**config.mk**
```make
export PLATFORM = sky130hd
export DESIGN_NAME = ipsxe_floating_point_invsqrt_hi_lo_merge_v1_0
export DESIGN_NICKNAME = d
export VERILOG_FILES = /design/src/rtl/ipsxe_floating_point_invsqrt_hi_lo_merge_v1_0_pkg.sv /design/src/rtl/ipsxe_floating_point_delay_line_v1_0.sv /design/src/rtl/ipsxe_floating_point_invsqrt_hi_lo_merge_v1_0.sv
export SDC_FILE = /design/constraint.sdc
export NUM_CORES = 1
export LEC_CHECK = 0
export ABC_AREA = 1
export CAP_MARGIN = 20
export CORE_UTILIZATION = 40
export DETAILED_ROUTE_END_ITERATION = 7
export PLACE_DENSITY = 0.72
export RECOVER_POWER = 50
export SYNTH_ARGS = -nofsm -noshare
export SYNTH_HDL_FRONTEND = slang
export SYNTH_SLANG_ARGS = --single-unit
```
**constraint.sdc**
```tcl
create_clock -name i_clk -period 1.4 [get_ports i_clk]
set_clock_uncertainty 0.1 [all_clocks]
set_input_delay 0.28 -clock i_clk [delete_from_list [all_inputs] [get_ports i_clk]]
set_output_delay 0.28 -clock i_clk [all_outputs]
set_load 0.01 [all_outputs]
```
**src/rtl/ipsxe_floating_point_invsqrt_hi_lo_merge_v1_0_pkg.sv**
```systemverilog
// Shared definitions for the inverse-sqrt hi/lo merge stage and the APM that feeds it.
package ipsxe_floating_point_invsqrt_hi_lo_merge_v1_0_pkg;

  localparam int unsigned HI_SUM_W = 10;

  typedef enum logic [1:0] {
    ResNorm  = 2'd0,
    ResShift = 2'd1,
    ResUflow = 2'd2
  } res_kind_e;

  // Must match the APM X/Z input register setting, so both sides call this.
  function automatic int unsigned apm_lat(input int latency_config, input int pipe_stage_num_max);
    return (latency_config >= pipe_stage_num_max - 10) ? 32'd1 : 32'd0;
  endfunction

  function automatic res_kind_e classify(input logic [HI_SUM_W-1:0] hi_sum);
    if (hi_sum[9]) begin
      return ResUflow;
    end else if (hi_sum[8]) begin
      return ResNorm;
    end
    return ResShift;
  endfunction

endpackage

```
**src/rtl/ipsxe_floating_point_delay_line_v1_0.sv**
```systemverilog
// Width/depth shift register; only the valid bit is reset, depth 0 is a plain wire.
module ipsxe_floating_point_delay_line_v1_0 #(
  parameter int unsigned Width = 16,
  parameter int unsigned Depth = 1
) (
  input  logic             clk_i,
  input  logic             rst_i,
  input  logic             valid_i,
  input  logic [Width-1:0] data_i,
  output logic             valid_o,
  output logic [Width-1:0] data_o
);

  if (Depth == 0) begin : g_wire
    assign valid_o = valid_i;
    assign data_o  = data_i;
  end else begin : g_pipe
    logic [Depth-1:0] valid_q;
    logic [Width-1:0] data_q [Depth];

    always_ff @(posedge clk_i) begin
      if (rst_i) begin
        valid_q <= '0;
      end else begin
        valid_q[0] <= valid_i;
        for (int i = 1; i < int'(Depth); i++) begin
          valid_q[i] <= valid_q[i-1];
        end
      end
    end

    always_ff @(posedge clk_i) begin
      data_q[0] <= data_i;
      for (int i = 1; i < int'(Depth); i++) begin
        data_q[i] <= data_q[i-1];
      end
    end

    assign valid_o = valid_q[Depth-1];
    assign data_o  = data_q[Depth-1];
  end

endmodule

```
**src/rtl/ipsxe_floating_point_invsqrt_hi_lo_merge_v1_0.sv**
```systemverilog
// Merges the APM high sum with the aligned low bits, saturates underflow and normalises by one bit.
module ipsxe_floating_point_invsqrt_hi_lo_merge_v1_0
  import ipsxe_floating_point_invsqrt_hi_lo_merge_v1_0_pkg::*;
#(
  parameter int LO_WIDTH           = 16,
  parameter int LATENCY_CONFIG     = 1,
  parameter int PIPE_STAGE_NUM_MAX = 1,
  parameter int MAN_WIDTH          = 52
) (
  input  logic                  i_clk,
  input  logic                  i_rst,
  input  logic                  i_valid,
  input  logic [LO_WIDTH-1:0]   i_lo,
  input  logic [HI_SUM_W-1:0]   i_hi_sum,
  input  logic                  i_clr_flag,
  output logic                  o_valid,
  output logic [9+LO_WIDTH-1:0] o_res,
  output logic                  o_exp_dec,
  output logic                  o_underflow,
  output logic                  o_underflow_sticky
);

  localparam int unsigned APM_LAT = apm_lat(LATENCY_CONFIG, PIPE_STAGE_NUM_MAX);
  localparam int          RES_W   = 9 + LO_WIDTH;

  logic                al_valid;
  logic [LO_WIDTH-1:0] al_lo;

  ipsxe_floating_point_delay_line_v1_0 #(
    .Width(LO_WIDTH),
    .Depth(APM_LAT)
  ) u_align (
    .clk_i  (i_clk),
    .rst_i  (i_rst),
    .valid_i(i_valid),
    .data_i (i_lo),
    .valid_o(al_valid),
    .data_o (al_lo)
  );

  res_kind_e        kind;
  logic [RES_W-1:0] res_d;

  always_comb begin
    kind  = classify(i_hi_sum);
    res_d = '0;
    unique case (kind)
      ResNorm:  res_d = {i_hi_sum[8:0], al_lo};
      ResShift: res_d = {i_hi_sum[7:0], al_lo, 1'b0};
      default:  res_d = '0;
    endcase
  end

  logic             valid_q;
  logic [RES_W-1:0] res_q;
  logic             exp_dec_q;
  logic             underflow_q;
  logic             sticky_q;

  always_ff @(posedge i_clk) begin
    if (i_rst) begin
      valid_q     <= 1'b0;
      res_q       <= '0;
      exp_dec_q   <= 1'b0;
      underflow_q <= 1'b0;
      sticky_q    <= 1'b0;
    end else begin
      valid_q <= al_valid;
      if (al_valid) begin
        res_q       <= res_d;
        exp_dec_q   <= (kind == ResShift);
        underflow_q <= (kind == ResUflow);
      end
      // A new underflow beats a simultaneous clear so no event is lost.
      if (al_valid && (kind == ResUflow)) begin
        sticky_q <= 1'b1;
      end else if (i_clr_flag) begin
        sticky_q <= 1'b0;
      end
    end
  end

  always_ff @(posedge i_clk) begin : p_param_check
    assert (MAN_WIDTH >= 8 + LO_WIDTH)
    else $error("MAN_WIDTH too narrow for LO_WIDTH");
  end

  assign o_valid            = valid_q;
  assign o_res              = res_q;
  assign o_exp_dec          = exp_dec_q;
  assign o_underflow        = underflow_q;
  assign o_underflow_sticky = sticky_q;

endmodule

```
==> results by group, run 1 <==
Worst setup path
  • CP Class: reg2out
  • R2R cell count: 5
  • Critical R2R Launch: u_align.valid_o$_SDFF_PP0_
  • CP Buf/Inv Count: 1
  • Critical path's largest stage delay: 0.35 ns
  • Slowest stage cell, crit path: dfxtp_1
  • Crit-path max FO: 2
  • Critical Path AT: 0.94 ns
  • RR Endpoint: o_res[13]$_SDFFE_PP0P_
  • Flop-to-flop setup slack: between 0.2 and 0.25 ns
  • Crit path cell chain: dlygate4sd2_1
  • Worst path required time: a little over 1 ns
  • Crit end category: output port
  • Crit-path leading delay family: flip-flops
  • Worst Setup Start Kind: flop

Floorplanning
  • # IOs: slightly below 60
  • Core ar.: ~0.004 mm^2
  • Die Y: just under 70 um
  • Cell row count: 23
  • Starting Density: 0.428
  • Die Area: around 0.0046 mm^2
  • Die width: just under 70 um

Timing
  • RSZ-0062 raised after global routing: false
  • WHS: about 0.36 ns
  • Achievable Freq: about 760 MHz
  • Slew HR: 0.836
  • Actual slew at the worst max-slew pin: roughly 0.24 ns
  • Setup ws final: a little under 0.08 ns
  • Setup_tns: 0 ns
  • Crit path time final: roughly 1.3 ns
  • Hold Vio Cnt, Final: 0
  • Final setup fails: 0
  • Fin. max-slew vios: 0
  • Tcrit/Tclk final: 0.945

Final layout
  • Synthesis-to-finish area growth: 42.7%
  • Most frequent cells in the layout: nand2_1, dfxtp_1, nand3_1, dlygate4sd2_1, dlygate4sd3_1
  • Final net count: about 320
  • Fill count: 386
  • Most common cell after layout, fill and taps aside: nand2_1
  • ANT cells: 0
  • Layout cells sized above 1: 0.123
  • Cell Count, Final, Fillers Out: 343

Detailed routing
  • Drt first pass iters: 4
  • Vias per cell: 4.84
  • Routed WL: about 4.2 mm
  • Vias: 1659
  • Iteration-0 DRC Markers: around 120
  • Avg WL per Cell: ~12 um
  • DRC viols: 0
  • DRT antenna net count: 0

Clock network
  • Clock root cell: clkbuf_8
  • Clk_lat worst skew: roughly 0.3 ns
  • Clock Pin Slew Worst Setup and Hold Paths: around 0.080 ns
  • Clock sink count: 46
  • CTS Buf Count: 5
  • CTS tree: done
  • Clk buf depth: 2
  • Post-CTS setup buffer count: 0
  • # H-tree levels: 2

Worst hold path
  • Number of cells on the worst hold path: 2
  • Hold path start: o_res[24]$_SDFFE_PP0P_
  • Hold EP: o_res[24]$_SDFFE_PP0P_
  • Hold crit path type: reg2reg

Synthesis
  • Post-Syn Nets: 251
  • Yosys warnings: 0
  • Yosys reg bits: 46
  • Mean Syn Cell Area: ~8 um^2
  • Mapped Cells: ~220
  • Post-synthesis sequential area ratio: 0.526
  • Mapped cell area: ~0.0018 mm^2
  • Post-synth cell types: 16

Place
  • IO Port Bufs: 58
  • Routability cong.: 0.807
  • Hpwl dp: a little under 3 mm
  • Dpl ws: -0.205 ns
  • # placed instances: 335

Outcome
  • Status: complete, no violations

Pwr
  • VDD IR max: around 0.57 mV
  • LEAKAGE: 0.00131 uW
  • Pwr Density: about 1100 mW/mm^2

Global routing
  • Initial antenna violation count: 0
  • First-pass GRT wire length: between 6 and 7 mm
  • GR Util All Layers: 0.198
  • GRT overflow: 0
  • Largest net degree at the start of global routing: 20
  • Vias in the first global route: 1537

Flow run
  • Max-cap violation count: 0
==> through the flow <==
stage                     instance area (um^2)  power (uW)  utilization
final                                     2500        2670        0.611
after detailed placement                  2430        1760        0.596
after CTS                                 2510        2710        0.613
after floorplan                           1750        1560            -
after global routing                      2500        2780        0.611
after global placement                    2430        1760        0.596
==> routing by layer <==
layer / GRT usage / wire length [um] / share of wire / vias up
met3: 0.0350 / 221 / 0.053 / 7
met5: 0 / 0 / 0 / -
met2: 0.346 / 2080 / 0.50 / 60
met4: 0.0938 / 90 / 0.022 / 0
met1: 0.233 / 1780 / 0.43 / 746
li1: - / - / - / 846
==> worst max-delay path by stage <==
stage,start,to,depth (start not counted)
global route,o_res[2]$_SDFFE_PP0P_,o_res[2],1
global placement,i_hi_sum[9],o_res[11]$_SDFFE_PP0P_,6
CTS,o_res[9]$_SDFFE_PP0P_,o_res[9],1
detailed placement,i_hi_sum[9],o_res[13]$_SDFFE_PP0P_,6
finish,o_res[9]$_SDFFE_PP0P_,o_res[9],1
floorplan,u_align.valid_o$_SDFF_PP0_,o_res[3]$_SDFFE_PP0P_,6
==> cell families (layout without fill, tap and decap cells) <==
group | Yosys count | after routing | share of synthesized area
AOI/OAI and AO/OA | 5 | 5 | 0.0143
buffers and inverters | 21 | 93 | 0.0758
DFF | 46 | 46 | 0.526
and+or+nand+nor | 149 | 149 | 0.384
==> Yosys cell counts <==
master	n	share of area
nor2_2	2	0.0071
nand3_2	6	0.034
buf_6	4	0.026
buf_2	4	0.011
nand4_1	3	0.011
inv_1	6	0.013
nand3b_1	1	0.0043
dfxtp_1	46	0.53
nand2_1	92	0.20
a21oi_1	3	0.0086
inv_2	2	0.0043
o21ai_0	2	0.0057
buf_4	5	0.021
nor2_4	1	0.0064
nand3_1	41	0.12
nor2_1	3	0.0064
==> power by group <==
part / switching (uW) / total (uW) / internal (uW) / leakage (uW)
sequential: 30.8 / 1390 / 1360 / 0.000379
combinational: 150 / 301 / 151 / 0.000875
clock: 445 / 970 / 525 / 0.0000579
total: 625 / 2670 / 2040 / 0.00131
==> flip-flops by register name, summed over array words and instances (netlist names) <==
register,cells
u_align.g_pipe.data_q,16
o_res,25
o_underflow_sticky,1
u_align.valid_o,1
o_valid,1
o_underflow,1
o_exp_dec,1
==> tightest hold or removal path: stages, from the launching register on <==
cell and delay [ns]:
dfxtp_1 0.31, nand2_1 0.06, a21oi_1 0.06
==> final cells by class <==
cell class / count / area (um^2) / area share
flip-flops and latches: 46 / 921 / 0.369
repair buffers: 77 / 681 / 0.273
clock inverters: 3 / 40.0 / 0.0160
multi-input cells: 154 / 694 / 0.278
clock buffers: 5 / 68.8 / 0.0276
inverters: 8 / 30.0 / 0.0120
well taps: 50 / 62.6 / 0.0251
==> timing repair <==
action,in CTS,in global routing
hold buffers,0,0
endpoints found under the setup margin,29,0
gates resized for setup,29,0
Note: power is estimated with default switching activity, not from simulation.
==> inputs of run 2 (changes only) <==
--- a/config.mk
+++ b/config.mk
@@ -9,8 +9,9 @@
 export CAP_MARGIN = 20
 export CORE_UTILIZATION = 40
 export DETAILED_ROUTE_END_ITERATION = 7
-export PLACE_DENSITY = 0.72
+export PLACE_DENSITY = 0.74
 export RECOVER_POWER = 50
 export SYNTH_ARGS = -nofsm -noshare
 export SYNTH_HDL_FRONTEND = slang
 export SYNTH_SLANG_ARGS = --single-unit
+export TNS_END_PERCENT = 10
==> constraint.sdc (replaced) <==
create_clock -name i_clk -period 1.1 [get_ports i_clk]
set_clock_uncertainty 0.1 [all_clocks]
set_input_delay 0.22 -clock i_clk [delete_from_list [all_inputs] [get_ports i_clk]]
set_output_delay 0.22 -clock i_clk [all_outputs]
set_load 0.01 [all_outputs]
==> run 2 against run 1 <==
  * Global-route usage stayed put
  * Final cell count stayed put
  * Setup slack lost 0.061 ns
  * Via count fell by 0.66%
  * Critical path type unchanged
  * Highest routed layer unchanged
==> results by group, run 2 (same netlist as run 1, synthesis figures left out) <==
Clock network
  • Clock Pin Slew Worst Setup and Hold Paths: 0.08 ns (about the same)
  • Clock sink count: 46 (unchanged)
  • Clk buf depth: 2 (unchanged)
  • Clk_lat worst skew: 0.30 ns (about the same)
  • # H-tree levels: 2 (unchanged)
  • CTS tree: done
  • Post-CTS setup buffer count: 0 (unchanged)
  • CTS Buf Count: 5 (unchanged)
  • Clock root cell: clkbuf_8

Global routing
  • GR Util All Layers: 0.198 (unchanged)
  • Initial antenna violation count: 0 (unchanged)
  • Largest net degree at the start of global routing: 18 (-10%)
  • First-pass GRT wire length: 6.71 mm (-1.6%)
  • GRT overflow: 0 (unchanged)
  • Vias in the first global route: 1493 (-2.9%)

Worst hold path
  • Number of cells on the worst hold path: 3 (+1)
  • Hold crit path type: in2reg
  • Hold path start: i_rst
  • Hold EP: u_align.valid_o$_SDFF_PP0_

Place
  • IO Port Bufs: 58 (unchanged)
  • Dpl ws: -0.449 ns (-0.244 ns)
  • Hpwl dp: 2.99 mm (+0.36%)
  • Routability cong.: 0.785 (-2.7%)
  • # placed instances: 335 (unchanged)

Worst setup path
  • Slowest stage cell, crit path: dfxtp_2
  • WP depth: 1 (unchanged)
  • Crit path cell chain: buf_6
  • Crit end category: output port
  • RR Endpoint: o_res[9]$_SDFFE_PP0P_
  • Flop-to-flop setup slack: 0.07 ns (-0.17 ns)
  • R2R cell count: 5 (unchanged)
  • Critical path's largest stage delay: 0.36 ns (about the same)
  • CP Class: reg2out
  • CP Buf/Inv Count: 1 (unchanged)
  • Crit-path max FO: 2 (unchanged)
  • Crit-path leading delay family: flip-flops
  • Critical R2R Launch: u_align.valid_o$_SDFF_PP0_
  • Worst path required time: 0.78 ns (-0.24 ns)
  • Worst Setup Start Kind: flop
  • Critical Path AT: 0.76 ns (-0.18 ns)

Detailed routing
  • Drt first pass iters: 4 (unchanged)
  • Avg WL per Cell: 12.4 um (+1.6%)
  • DRC viols: 0 (unchanged)
  • Routed WL: 4.24 mm (+1.6%)
  • DRT antenna net count: 0 (unchanged)
  • Iteration-0 DRC Markers: 120 (+2.6%)
  • Vias per cell: 4.80 (-0.66%)
  • Vias: 1648 (-0.66%)

Flow run
  • Max-cap violation count: 0 (unchanged)

Timing
  • Setup_tns: 0 ns (unchanged)
  • Achievable Freq: approximately 920 MHz
  • Setup ws final: 0.0164 ns (-0.0610 ns)
  • Tcrit/Tclk final: 0.985
  • Final setup fails: 0 (unchanged)
  • Actual slew at the worst max-slew pin: 0.229 ns (-0.0154 ns)
  • RSZ-0062 raised after global routing: true
  • Hold Vio Cnt, Final: 0 (unchanged)
  • Crit path time final: 1.08 ns
  • Fin. max-slew vios: 0 (unchanged)
  • Slew HR: 0.847 (+0.0108)
  • WHS: 0.245 ns (-0.116 ns)

Pwr
  • VDD IR max: 0.718 mV (+27%)
  • Pwr Density: 1250 mW/mm^2 (+17%)
  • LEAKAGE: 0.00129 uW (-1.7%)

Final layout
  • Final net count: 322 (unchanged)
  • Most common cell after layout, fill and taps aside: nand2_1
  • ANT cells: 0 (unchanged)
  • Most frequent cells in the layout: nand2_1, nand3_1, dfxtp_2, buf_6
  • Final Core Density: 0.637 (+0.0260)
  • Layout cells sized above 1: 0.324 (+0.201)
  • Max FFs per register: 25 (unchanged)
  • Cell Count, Final, Fillers Out: 343 (unchanged)
  • Synthesis-to-finish area growth: 48.7%

Floorplanning
  • Die Area: 0.00464 mm^2 (unchanged)
  • Die Y: 68.2 um (unchanged)
  • Starting Density: 0.428 (unchanged)
  • Die width: 68.2 um (unchanged)
  • # IOs: 59 (unchanged)
  • Core ar.: 0.00409 mm^2 (unchanged)
  • Cell row count: 23 (unchanged)

Outcome
  • Status: complete, no violations
==> run 2: cell types whose count changed in the layout (fill, tap and decap cells not counted), sizes merged <==
cell | previous run | this run
buf | 16 | 48
dlygate4sd2 | 29 | 2
clkdlybuf4s50 | 12 | 9
bufinv | 1 | 0
clkbuf | 8 | 7
clkinv | 2 | 1
dlymetal6s2s | 0 | 1
==> run 2: worst max-delay path by stage <==
stage	from	slack [ns]	to
CTS	o_res[16]$_SDFFE_PP0P_	-0.07	o_res[16]
global route	o_res[21]$_SDFFE_PP0P_	-0.02	o_res[21]
global placement	i_hi_sum[9]	-0.41	o_res[17]$_SDFFE_PP0P_
finish	o_res[21]$_SDFFE_PP0P_	0.02	o_res[21]
detailed placement	i_hi_sum[9]	-0.45	o_res[16]$_SDFFE_PP0P_
floorplan	u_align.valid_o$_SDFF_PP0_	0.07	o_res[3]$_SDFFE_PP0P_
==> run 2: metal layers <==
layer  up-vias  wire length [um]  GRT usage
li1        845                 -          -
met1       753              1790      0.229
met2        45              2210      0.347
met3         5               163     0.0400
met4         0                74     0.0938
met5         -                 0          0
==> run 2: layout make-up <==
cell class                 instances  area, um^2
clock buffer                       7        86.3
clock inverter                     1        5.00
tap                               50        62.6
multi-input combinational        154         707
inverter                           8        30.0
timing repair buffer              77         756
fill                             364        1480
sequential                        46         957
==> run 2: repair_timing <==
item	in CTS	in global routing
endpoints found under the hold margin	0	0
gates resized for setup	148	27
pin swaps	1	0
setup endpoints to repair	55	48
hold buffers	0	0
==> run 2: power by group <==
group	internal, uW	switching (uW)	leakage (uW)
logic	230	199	0.000849
registers	1740	45.3	0.000392
clock network	507	539	0.0000482
==> run 2: stage by stage <==
stage               power (uW)  cell area (um^2)
finish                    3260              2600
global route              3410              2600
detailed placement        2260              2470
floorplan                 1990              1750
CTS                       3280              2480
global placement          2250              2470
